===== config.mk =====
export PLATFORM = sky130hd
export DESIGN_NAME = dsp_master_arbiter_flat
export DESIGN_NICKNAME = d
export VERILOG_FILES = /design/src/rtl/dsp_master_arbiter_if.sv /design/src/rtl/dsp_master_arbiter.sv /design/src/flat_wrapper.sv
export SDC_FILE = /design/constraint.sdc
export NUM_CORES = 1
export LEC_CHECK = 0
export BUFFER_PORTS_ARGS = -buffer_cell sky130_fd_sc_hd__buf_2
export CAP_MARGIN = 20
export CORE_MARGIN = 2
export CORE_UTILIZATION = 49
export CTS_CLUSTER_SIZE = 14
export DETAILED_ROUTE_END_ITERATION = 8
export PLACE_DENSITY = 0.76
export SYNTH_ARGS = -nofsm -noshare
export SYNTH_HDL_FRONTEND = slang
export SYNTH_SLANG_ARGS = --single-unit

===== constraint.sdc =====
create_clock -name wb_clk -period 3.95 [get_ports wb_clk]
set_clock_uncertainty 0.1 [all_clocks]
set_input_delay 0.79 -clock wb_clk [delete_from_list [all_inputs] [get_ports wb_clk]]
set_output_delay 0.79 -clock wb_clk [all_outputs]
set_load 0.01 [all_outputs]

===== src/rtl/dsp_master_arbiter_if.sv =====
// Downstream Wishbone-master handshake bundle between the arbiter and the bus master.
// The arbiter drives the request side; the bus master returns active and read data.
interface dsp_master_arbiter_if #(
    parameter int dw = 32,
    parameter int aw = 32
);
    logic          start;
    logic [aw-1:0] address;
    logic [3:0]    selection;
    logic          write;
    logic [dw-1:0] data_wr;
    logic          active;
    logic [dw-1:0] data_rd;

    modport master (
        output start, address, selection, write, data_wr,
        input  active, data_rd
    );

    modport slave (
        input  start, address, selection, write, data_wr,
        output active, data_rd
    );
endinterface


===== src/rtl/dsp_master_arbiter.sv =====
// Four-requester round-robin arbiter in front of a single Wishbone master,
// with a launch timeout on the active handshake and sticky overrun flags.
module dsp_master_arbiter #(
    parameter int dw             = 32,
    parameter int aw             = 32,
    parameter int LAUNCH_TIMEOUT = 8
) (
    input  logic                 wb_clk,
    input  logic                 wb_rst,
    input  logic [3:0]           req_start_i,
    input  logic [4*aw-1:0]      req_address_i,
    input  logic [15:0]          req_selection_i,
    input  logic [3:0]           req_write_i,
    input  logic [4*dw-1:0]      req_data_wr_i,
    output logic [3:0]           req_busy_o,
    output logic [3:0]           req_done_o,
    output logic                 req_err_o,
    output logic [3:0]           req_overrun_o,
    output logic [dw-1:0]        req_data_rd_o,
    dsp_master_arbiter_if.master wb
);

    typedef enum logic [1:0] {IDLE, WAIT_ACTIVE, WAIT_DONE} state_t;

    state_t            state, state_nxt;
    logic [3:0]        pending;
    logic [1:0]        ptr;
    logic [1:0]        gnt;
    logic [1:0]        winner;
    logic [7:0]        cnt;
    logic [3:0]        accept;
    logic              do_grant, do_timeout, do_finish;

    logic [3:0][aw-1:0] lat_addr;
    logic [3:0][3:0]    lat_sel;
    logic [3:0]         lat_we;
    logic [3:0][dw-1:0] lat_wd;

    always_comb begin
        req_busy_o = pending | ((state != IDLE) ? (4'b0001 << gnt) : 4'b0000);
        accept     = req_start_i & ~req_busy_o;
    end

    // Scan from the highest offset down so the nearest pending index after ptr wins.
    always_comb begin
        winner = ptr;
        for (int k = 3; k >= 0; k--) begin
            if (pending[ptr + 2'(k)]) winner = ptr + 2'(k);
        end
    end

    always_ff @(posedge wb_clk) begin
        if (wb_rst) state <= IDLE;
        else        state <= state_nxt;
    end

    always_comb begin
        state_nxt  = state;
        do_grant   = 1'b0;
        do_timeout = 1'b0;
        do_finish  = 1'b0;
        case (state)
            IDLE: begin
                if (|pending) begin
                    do_grant  = 1'b1;
                    state_nxt = WAIT_ACTIVE;
                end
            end
            WAIT_ACTIVE: begin
                if (wb.active) begin
                    state_nxt = WAIT_DONE;
                end else if (cnt == 8'(LAUNCH_TIMEOUT)) begin
                    do_timeout = 1'b1;
                    state_nxt  = IDLE;
                end
            end
            WAIT_DONE: begin
                if (!wb.active) begin
                    do_finish = 1'b1;
                    state_nxt = IDLE;
                end
            end
            default: state_nxt = IDLE;
        endcase
    end

    always_ff @(posedge wb_clk) begin
        if (wb_rst) begin
            pending       <= '0;
            ptr           <= '0;
            gnt           <= '0;
            cnt           <= '0;
            lat_addr      <= '0;
            lat_sel       <= '0;
            lat_we        <= '0;
            lat_wd        <= '0;
            wb.start      <= 1'b0;
            wb.address    <= '0;
            wb.selection  <= '0;
            wb.write      <= 1'b0;
            wb.data_wr    <= '0;
            req_done_o    <= '0;
            req_err_o     <= 1'b0;
            req_overrun_o <= '0;
            req_data_rd_o <= '0;
        end else begin
            // A grant never targets a bit being accepted in the same cycle (it is busy).
            pending       <= (pending & ~(do_grant ? (4'b0001 << winner) : 4'b0000)) | accept;
            req_overrun_o <= req_overrun_o | (req_start_i & req_busy_o);

            for (int i = 0; i < 4; i++) begin
                if (accept[i]) begin
                    lat_addr[i] <= req_address_i[i*aw +: aw];
                    lat_sel[i]  <= req_selection_i[i*4 +: 4];
                    lat_we[i]   <= req_write_i[i];
                    lat_wd[i]   <= req_data_wr_i[i*dw +: dw];
                end
            end

            wb.start <= do_grant;
            if (do_grant) begin
                gnt          <= winner;
                ptr          <= winner + 2'd1;
                wb.address   <= lat_addr[winner];
                wb.selection <= lat_sel[winner];
                wb.write     <= lat_we[winner];
                wb.data_wr   <= lat_wd[winner];
            end

            // Counter reads 1 during the start cycle.
            if (do_grant)                 cnt <= 8'd1;
            else if (state == WAIT_ACTIVE) cnt <= cnt + 8'd1;
            else                          cnt <= '0;

            req_done_o <= (do_timeout || do_finish) ? (4'b0001 << gnt) : 4'b0000;
            req_err_o  <= do_timeout;
            if (do_finish) req_data_rd_o <= wb.data_rd;
        end
    end

endmodule


===== src/flat_wrapper.sv =====
// flat-port wrapper written by rule: the top's interface ports become plain ports
module dsp_master_arbiter_flat 
#(
    parameter int dw             = 32,
    parameter int aw             = 32,
    parameter int LAUNCH_TIMEOUT = 8
)
  (wb_clk, wb_rst, req_start_i, req_address_i, req_selection_i, req_write_i, req_data_wr_i, req_busy_o, req_done_o, req_err_o, req_overrun_o, req_data_rd_o, wb_start, wb_address, wb_selection, wb_write, wb_data_wr, wb_active, wb_data_rd);
  dsp_master_arbiter_if #(.dw(dw), .aw(aw)) wb_i ();
  input  logic wb_clk;
  input  logic wb_rst;
  input  logic [3:0] req_start_i;
  input  logic [4*aw-1:0] req_address_i;
  input  logic [15:0] req_selection_i;
  input  logic [3:0] req_write_i;
  input  logic [4*dw-1:0] req_data_wr_i;
  output logic [3:0] req_busy_o;
  output logic [3:0] req_done_o;
  output logic req_err_o;
  output logic [3:0] req_overrun_o;
  output logic [dw-1:0] req_data_rd_o;
  output wire logic [$bits(wb_i.start)-1:0] wb_start;
  output wire logic [$bits(wb_i.address)-1:0] wb_address;
  output wire logic [$bits(wb_i.selection)-1:0] wb_selection;
  output wire logic [$bits(wb_i.write)-1:0] wb_write;
  output wire logic [$bits(wb_i.data_wr)-1:0] wb_data_wr;
  input wire logic [$bits(wb_i.active)-1:0] wb_active;
  input wire logic [$bits(wb_i.data_rd)-1:0] wb_data_rd;
  assign wb_start = wb_i.start;
  assign wb_address = wb_i.address;
  assign wb_selection = wb_i.selection;
  assign wb_write = wb_i.write;
  assign wb_data_wr = wb_i.data_wr;
  assign wb_i.active = wb_active;
  assign wb_i.data_rd = wb_data_rd;
  dsp_master_arbiter #(.dw(dw), .aw(aw), .LAUNCH_TIMEOUT(LAUNCH_TIMEOUT)) u_core (.wb_clk(wb_clk), .wb_rst(wb_rst), .req_start_i(req_start_i), .req_address_i(req_address_i), .req_selection_i(req_selection_i), .req_write_i(req_write_i), .req_data_wr_i(req_data_wr_i), .req_busy_o(req_busy_o), .req_done_o(req_done_o), .req_err_o(req_err_o), .req_overrun_o(req_overrun_o), .req_data_rd_o(req_data_rd_o), .wb(wb_i));
endmodule

## Word-level counts from Yosys, hierarchy flattened

Cells that the tools add are included.

| storage, ports and cells | value |
|---|---|
| flip-flop bits (word level) | 405 |
| input bits | 315 |
| output and inout bits | 115 |
| word-level logic and storage cells | 102 |

| operators by class | value |
|---|---|
| add/sub/neg operators | 5 |
| $lt $le $gt $ge | 5 |
| equality and inequality tests | 6 |
| shift-type cells | 2 |
| mux-type cells | 36 |
| bitwise gates (word level) | 10 |
| reduce and logical (&&, ||, !) cells | 7 |

Operators with widths:

| cell | count |
|---|---|
| $bmux 32 s2 | 2 |
| $mux 32 | 2 |
| $mux 2 | 8 |
| $lt 2x3->1 const B | 5 |
| $mux 1 | 14 |
| $and 4x4->4 | 3 |
| $mux 4 | 3 |
| $or 4x4->4 | 3 |
| $bmux 1 s2 | 5 |
| $add 8x1->8 const B | 1 |
| $bmux 4 s2 | 1 |
| $eq 8x4->1 const B | 1 |
| $not 4->4 | 2 |
| $shl 1x2->4 const A | 2 |
| $pmux 2 s3 | 1 |
| $add 2x1->2 const B | 2 |
| $add 2x2->2 const B | 2 |
| $reduce_or 4->1 | 1 |
| $ne 3x2->1 const B | 1 |
| $reduce_and 3->1 | 1 |
| $reduce_or 3->1 | 1 |
| $eq 2x1->1 const B | 1 |
| $eq 2x2->1 const B | 1 |
| $logic_not 2->1 | 1 |
| other kinds (6) | 7 |

## Depth between registers and ports, before layout

Gate-level depths: netlist of run 1.

| depth | value |
|---|---|
| depth in word-level cells | 12 |
| mapped depth | 8 |
| mapped depth without buffers | 7 |

## Worst setup path after synthesis of run 1

OpenSTA, ideal clock, no wires.

| path | value |
|---|---|
| path kind | input to register |
| start | input wb_rst |
| end | register u_core.wb.address[29] |
| library setup time | 133 ps |
| arrival time | 1982 ps |
| data required time | 3717 ps |
| setup slack | 1734 ps |
| stages | 7 |
| path buffers | 3 |
| cell sequence | clkbuf_1 nor3_2 a21boi_2 buf_4 buf_6 a222oi_1 o21ai_0 |

RTL lines:

| item | RTL line | text |
|---|---|---|
| start: declaration | flat_wrapper.sv:11 | `input logic wb_rst;` |
| end signal: assignment | dsp_master_arbiter.sv:124 | `wb.address <= lat_addr[winner];` |
| end: declaration | dsp_master_arbiter_if.sv:16 | `output start, address, selection, write, data_wr,` |

## Final worst setup path of run 1

| path | value |
|---|---|
| start | register u_core.state[1] |
| end | output req_busy_o[3] |

| on the way | value |
|---|---|
| word-level cells in the longest chain between the ends | 3 |

Ends and longest elaborated chain:

| item | RTL line | text |
|---|---|---|
| start: declaration | dsp_master_arbiter.sv:25 | `state_t state, state_nxt;` |
| start signal: assignment | dsp_master_arbiter.sv:54 | `else state <= state_nxt;` |
| $reduce_bool 2->1 | dsp_master_arbiter.sv:40 | `req_busy_o = pending \| ((state != IDLE) ? (4'b0001 << gnt) : 4'b0000);` |
| $mux 4 | dsp_master_arbiter.sv:40 |  |
| $or 4x4->4 | dsp_master_arbiter.sv:40 |  |
| end: declaration | flat_wrapper.sv:17 | `output logic [3:0] req_busy_o;` |

No other way between the ends.

==> results.py, run 1 <==
metrics = {
    "status": {
        "status": "completed",
    },
    "power_and_ir_drop": {
        "p_seq_frac": 0.410,
        "power_frac_clock": 0.325,
        "p_per_area_nw_per_um2": 650.9,
        "total_power_uw": 12360,
        "combinationalPowerShare": 0.265,
        "ir_drop_mv": 0.4738,
        "swShare": 0.3339,
        "p_switching_uw": 4128,
        "p_leak_uw": 0.008043,
        "p_int_uw": 8236,
    },
    "placed_design": {
        "dp.cells": 2531,
        "numPortBuffers": 429,
        "place_congestion": 0.8827,
        "dp_hpwl_um": 32210,
    },
    "routing": {
        "routed_wl_um": 48530,
        "drtPass1Iterations": 9,
        "drc": 0,
        "detail_route.iter0.violations": 1095,
        "antenna_left": 0,
        "wl_per_cell_um": 18.56,
        "vias": 14500,
        "vias_per_cell": 5.548,
    },
    "critical_path": {
        "crit_path_end_kind": "output port",
        "path_cells": "or2_2, a31oi_1, inv_1, buf_2",
        "worst-path-max-fanout": 6,
        "worst-setup-path-type": "flop to output port",
        "cp.arrival_ns": 2.04,
        "cp_slowest_cell": "or2_2",
        "critPathLaunchType": "flop",
        "cp.buffers_inverters": 2,
        "cpLargestDelayFamily": "buffers and inverters",
        "max_stage_delay_ns": 0.37,
        "worst_ep_required_time_ns": 3.06,
    },
    "die": {
        "top_level_ports": 430,
        "die_height_um": 180.6,
        "die_width_um": 180.6,
        "dieArea_sq_um": 32600,
        "start_util": 0.4980,
        "coreArea_sq_um": 30670,
        "fp-row-count": 64,
    },
    "global_route": {
        "grt_first_pass_wirelength_um": 74660,
        "grt-ovfl-total": 0,
        "grt_max_degree": 97,
        "grt_usage": 0.2846,
        "grt_pass1_vias": 14140,
        "antenna_found_initial": 12,
    },
    "sta": {
        "rsz0062_at_grt": "false",
        "fmax_ghz": 0.3415,
        "finalCritPeriodShare": 0.7412,
        "drv_slew": 0,
        "min_period_ns": 2.928,
        "max_slew.worst_pin.slew_ns": 1.036,
        "max_slew_margin": 0.3092,
        "hold_viol_final": 0,
        "tns_ns": 0,
        "setup_viol": 0,
    },
    "cts": {
        "htree_levels": 2,
        "cts.repair.resized": 0,
        "hold_buffers": 0,
        "clock_sinks": 405,
        "ctsLongestPathBuffers": 3,
        "numCtsBuffers": 41,
        "post_cts_buffers": 0,
        "cts_tree": "done",
        "insertion_delay_ns": 0.53,
        "cts-root-buf": "clkbuf_16",
        "cts.clk_slew.worst_paths_ns": 0.06,
    },
    "logic_synthesis": {
        "synth_edf_count": 0,
        "syn-num-nets": 2142,
        "synth_area_sq_um": 15270,
        "synth-seq-cells": 405,
        "async_flop_share": 0,
        "synth_cells": 1825,
        "yosysSeqAreaShare": 0.5308,
        "synth_cell_types": 53,
        "avgSynthCellArea_sq_um": 8.369,
        "yosys_warnings": 0,
        "synth-main-ff-cell": "dfxtp_1",
    },
    "finish": {
        "multiInputGateArea_sq_um": 6531,
        "most-common-layout-cells": "624 x nand2_1, 428 x buf_2, 405 x dfxtp_1",
        "final_common_cell": "nand2_1",
        "layout-drive-gt1-share": 0.2514,
        "fillers": 2689,
        "fin_cells": 2614,
        "syn_to_final_growth_pct": 24.36,
        "area.sequential_sq_um": 8108,
        "finalNetCount": 2495,
    },
    "worst_hold_path": {
        "hold_path.class": "flop to flop",
    },
    "job": {
        "max_cap_viol_count": 0,
    },
}
-- area by class of cell --
class                           instances  share of cell area
Clock buffer                           53             0.06126
Sequential cell                       405              0.4268
Antenna cell                           10            0.001317
Timing Repair Buffer                  454              0.1261
Clock inverter                         20             0.01219
Multi-Input combinational cell       1264              0.3439
Inverter                               12            0.002371
Tap cell                              396             0.02609
-- path summary, 6_finish.rpt --
kind	from	to	slack [ns]	depth (start not counted)
setup / recovery	u_core.state[1]	req_busy_o[3]	1.02	4
hold / removal	u_core.req_data_rd_o[24]	u_core.req_data_rd_o[24]	0.35	2
setup reg to reg	u_core.pending[3]	u_core.wb.data_wr[6]	1.32	6
hold reg to reg	u_core.req_data_rd_o[24]	u_core.req_data_rd_o[24]	0.35	2
-- flip-flops by register name (all words and copies together), names as in the netlist, 4 cells and up --
name and count:
u_core.wb.selection 4, u_core.req_data_rd_o 32, u_core.cnt 8, u_core.req_overrun_o 4
u_core.lat_wd 128, u_core.wb.address 32, u_core.wb.data_wr 32, u_core.lat_we 4
u_core.lat_addr 128, u_core.req_done_o 4, u_core.pending 4, u_core.lat_sel 16
-- synthesized netlist by cell type (3+ instances only) --
cell	count	share of area
nand2_1	627	0.15
dfxtp_1	405	0.53
a21oi_1	318	0.10
clkbuf_1	94	0.023
mux2i_1	69	0.045
o21ai_0	53	0.017
a222oi_1	52	0.034
buf_2	33	0.011
nor2_1	22	0.0054
and3_1	19	0.0078
o21ai_1	17	0.0056
buf_4	11	0.0054
inv_1	11	0.0027
a221oi_2	8	0.0079
a221oi_1	7	0.0040
nand3_1	6	0.0020
xor2_1	6	0.0034
nand2b_1	5	0.0020
and2_1	4	0.0016
buf_6	4	0.0029
nor3b_1	4	0.0020
nand3b_1	3	0.0015
nor3_2	3	0.0020
o211ai_1	3	0.0015
o21a_1	3	0.0015
or2_2	3	0.0012
-- power by group through the flow --
stage          Combinational, uW  Sequential [uW]  Clock (uW)
6_report                    3280             5070        4020
5_1_grt                     3560             5130        4250
4_1_cts                     3280             5050        4060
3_5_place_dp                3270             5140           0
3_3_place_gp                3210             5110           0
2_1_floorplan               2100             5110           0
-- stage by stage --
stage | instance area [sq um] | setup WS, ns | hold WS [ns] | utilization
floorplan | 15270 | 1.734 | 0.3319 | -
global placement | 17570 | 1.390 | 0.3380 | 0.5730
detailed placement | 17570 | 1.327 | 0.3456 | 0.5730
CTS | 18970 | 1.043 | 0.3534 | 0.6185
global route | 18990 | 0.9400 | 0.3639 | 0.6193
finish | 18990 | 1.022 | 0.3487 | 0.6193
-- metal layers --
layer | part of all wire | track usage
met5 | 0.00027 | 0
met2 | 0.48 | 0.4753
met3 | 0.080 | 0.05416
met1 | 0.40 | 0.3504
met4 | 0.043 | 0.1458
-- worst reg2reg max path, cell delays in order (launching register included) --
cell and delay [ns]:
dfxtp_1 0.59, nor4_4 0.11, nand2b_2 0.44, a311oi_4 0.38
buf_4 0.51, a222oi_1 0.29, o21ai_0 0.13
-- cells by family (layout without fill, tap and decap cells) --
group | Yosys count | in the layout | synth area share
fa+ha+maj | 2 | 2 | 0.001638
xor+xnor | 8 | 8 | 0.004588
flops | 405 | 405 | 0.5308
other cells | 0 | 10 | 0
compound gates | 478 | 478 | 0.1860
simple gates | 707 | 707 | 0.1860
mux | 69 | 69 | 0.04522
buf+inv | 156 | 539 | 0.04571
Note: power is estimated with default switching activity, not from simulation.
==> run 2, diff against run 1 <==
==> constraint.sdc (replaced) <==
create_clock -name wb_clk -period 2.7 [get_ports wb_clk]
set_clock_uncertainty 0.1 [all_clocks]
set_input_delay 0.54 -clock wb_clk [delete_from_list [all_inputs] [get_ports wb_clk]]
set_output_delay 0.54 -clock wb_clk [all_outputs]
set_load 0.01 [all_outputs]
==> results.py, run 2 (synthesis gave the netlist of run 1 again) <==
metrics = {
    "finish": {
        "final_area_sq_um": 19150,
        "final_common_cell": "nand2_1",
        "largestRegisters": "u_core.lat_addr x128, u_core.lat_wd x128",
        "fin_util": 0.6244,
        "fin_cells": 2629,
        "layout-drive-gt1-share": 0.2584,
        "finalNetCount": 2512,
        "most-common-layout-cells": "624 x nand2_1, 428 x buf_2, 405 x dfxtp_1",
        "syn_to_final_growth_pct": 25.38,
    },
    "critical_path": {
        "cpLargestDelayFamily": "compound AO/OA/AOI/OAI gates",
        "cp.arrival_ns": 2.02,
        "crit_path_end_kind": "output port",
        "worst-setup-path-type": "flop to output port",
        "cp.buffers_inverters": 2,
        "r2r_setup_slack_ns": 0.24,
        "cp_slowest_cell": "a21oi_1",
        "critPathLaunchType": "flop",
        "worst_ep_required_time_ns": 2.06,
        "path_cells": "or2_2, a21oi_1, inv_1, buf_2",
        "max_stage_delay_ns": 0.38,
        "worst-path-max-fanout": 6,
    },
    "sta": {
        "tns_ns": 0,
        "fmax_ghz": 0.3766,
        "max_slew_margin": 0.3744,
        "hold_viol_final": 0,
        "drv_slew": 0,
        "max_slew.worst_pin.slew_ns": 0.9362,
        "min_period_ns": 2.655,
        "finalCritPeriodShare": 0.9834,
        "rsz0062_at_grt": "false",
        "setup_viol": 0,
    },
    "power_and_ir_drop": {
        "p_per_area_nw_per_um2": 944.6,
        "total_power_uw": 18090,
        "p_leak_uw": 0.008127,
        "ir_drop_mv": 0.5894,
    },
    "cts": {
        "numCtsBuffers": 42,
        "htree_levels": 2,
        "clock_sinks": 405,
        "cts-root-buf": "clkbuf_16",
        "post_cts_buffers": 0,
        "ctsLongestPathBuffers": 3,
        "cts_tree": "done",
        "insertion_delay_ns": 0.53,
        "cts.clk_slew.worst_paths_ns": 0.06,
    },
    "placed_design": {
        "dpl_cell_area_sq_um": 17740,
        "numPortBuffers": 429,
        "dp.cells": 2547,
        "place_congestion": 0.8996,
        "dp_hpwl_um": 32720,
    },
    "global_route": {
        "grt_pass1_vias": 14200,
        "antenna_found_initial": 10,
        "grt-ovfl-total": 0,
        "grt_max_degree": 139,
        "grt_first_pass_wirelength_um": 74500,
        "grt_usage": 0.2826,
    },
    "die": {
        "coreArea_sq_um": 30670,
        "die_height_um": 180.6,
        "fp-row-count": 64,
        "start_util": 0.4980,
        "dieArea_sq_um": 32600,
        "top_level_ports": 430,
        "die_width_um": 180.6,
    },
    "routing": {
        "wl_per_cell_um": 18.29,
        "drtPass1Iterations": 7,
        "vias_per_cell": 5.550,
        "antenna_left": 0,
        "routed_wl_um": 48090,
        "drc": 0,
        "vias": 14590,
        "detail_route.iter0.violations": 1296,
    },
    "worst_hold_path": {
        "hold_path.class": "input port to flop",
    },
    "job": {
        "max_cap_viol_count": 0,
    },
    "status": {
        "status": "completed",
    },
}
[run 2: changes by cell type in the layout (fill, tap and decap cells not counted), sizes merged]
cell / change
buf: +16
bufinv: -3
clkbuf: +1
clkinv: +3
clkinvlp: +1
diode: -2
inv: -1
[run 2: final timing paths]
path,startpoint,to,cells after the start
setup / recovery,u_core.state[1],req_busy_o[0],4
hold / removal,req_data_wr_i[71],u_core.lat_wd[71],3
setup reg to reg,u_core.pending[1],u_core.wb.data_wr[15],6
hold reg to reg,u_core.req_data_rd_o[24],u_core.req_data_rd_o[24],2
[run 2: worst min-delay path, delay by kind of cell]
| family | cells | cell delay (ns) |
|---|---|---|
| compound gates | 1 | 0.05 |
| buf+inv | 1 | 0.09 |
| simple gates | 1 | 0.04 |
[run 2: repair_timing]
| item | CTS | global route |
|---|---|---|
| setup endpoints to repair | 0 | 1 |
| hold buffers | 0 | 0 |
| gates resized for setup | 0 | 1 |
[run 2: final cells by class]
class                           count  area, sq um
Fill cell                        2692        11520
Sequential cell                   405         8108
Multi-Input combinational cell   1264         6538
Timing Repair Buffer              470         2565
Clock buffer                       54         1220
Tap cell                          396        495.5
Clock inverter                     20        158.9
Inverter                           12        45.04
Antenna cell                        8        20.02
[run 2: where the power goes]
part	switching, uW	internal (uW)
combinational	3130	1790
clock	2360	3380
sequential	582	6850
[run 2: through the flow]
step           hold WS (ns)  setup WS (ns)
3_5_place_dp         0.3435         0.2752
2_1_floorplan        0.3319         0.7341
4_1_cts              0.1330        0.02123
6_report             0.1476        0.04482
3_3_place_gp         0.3387         0.3550
5_1_grt              0.1376        0.01763
[run 2: metal layers]
layer  vias up  GRT usage  wire length, um
li1       6954          -                -
met3       141    0.04588             3403
met5         -          0               20
met1      6832     0.3582            19830
met4         4     0.1435             2335
met2       661     0.4664            22500
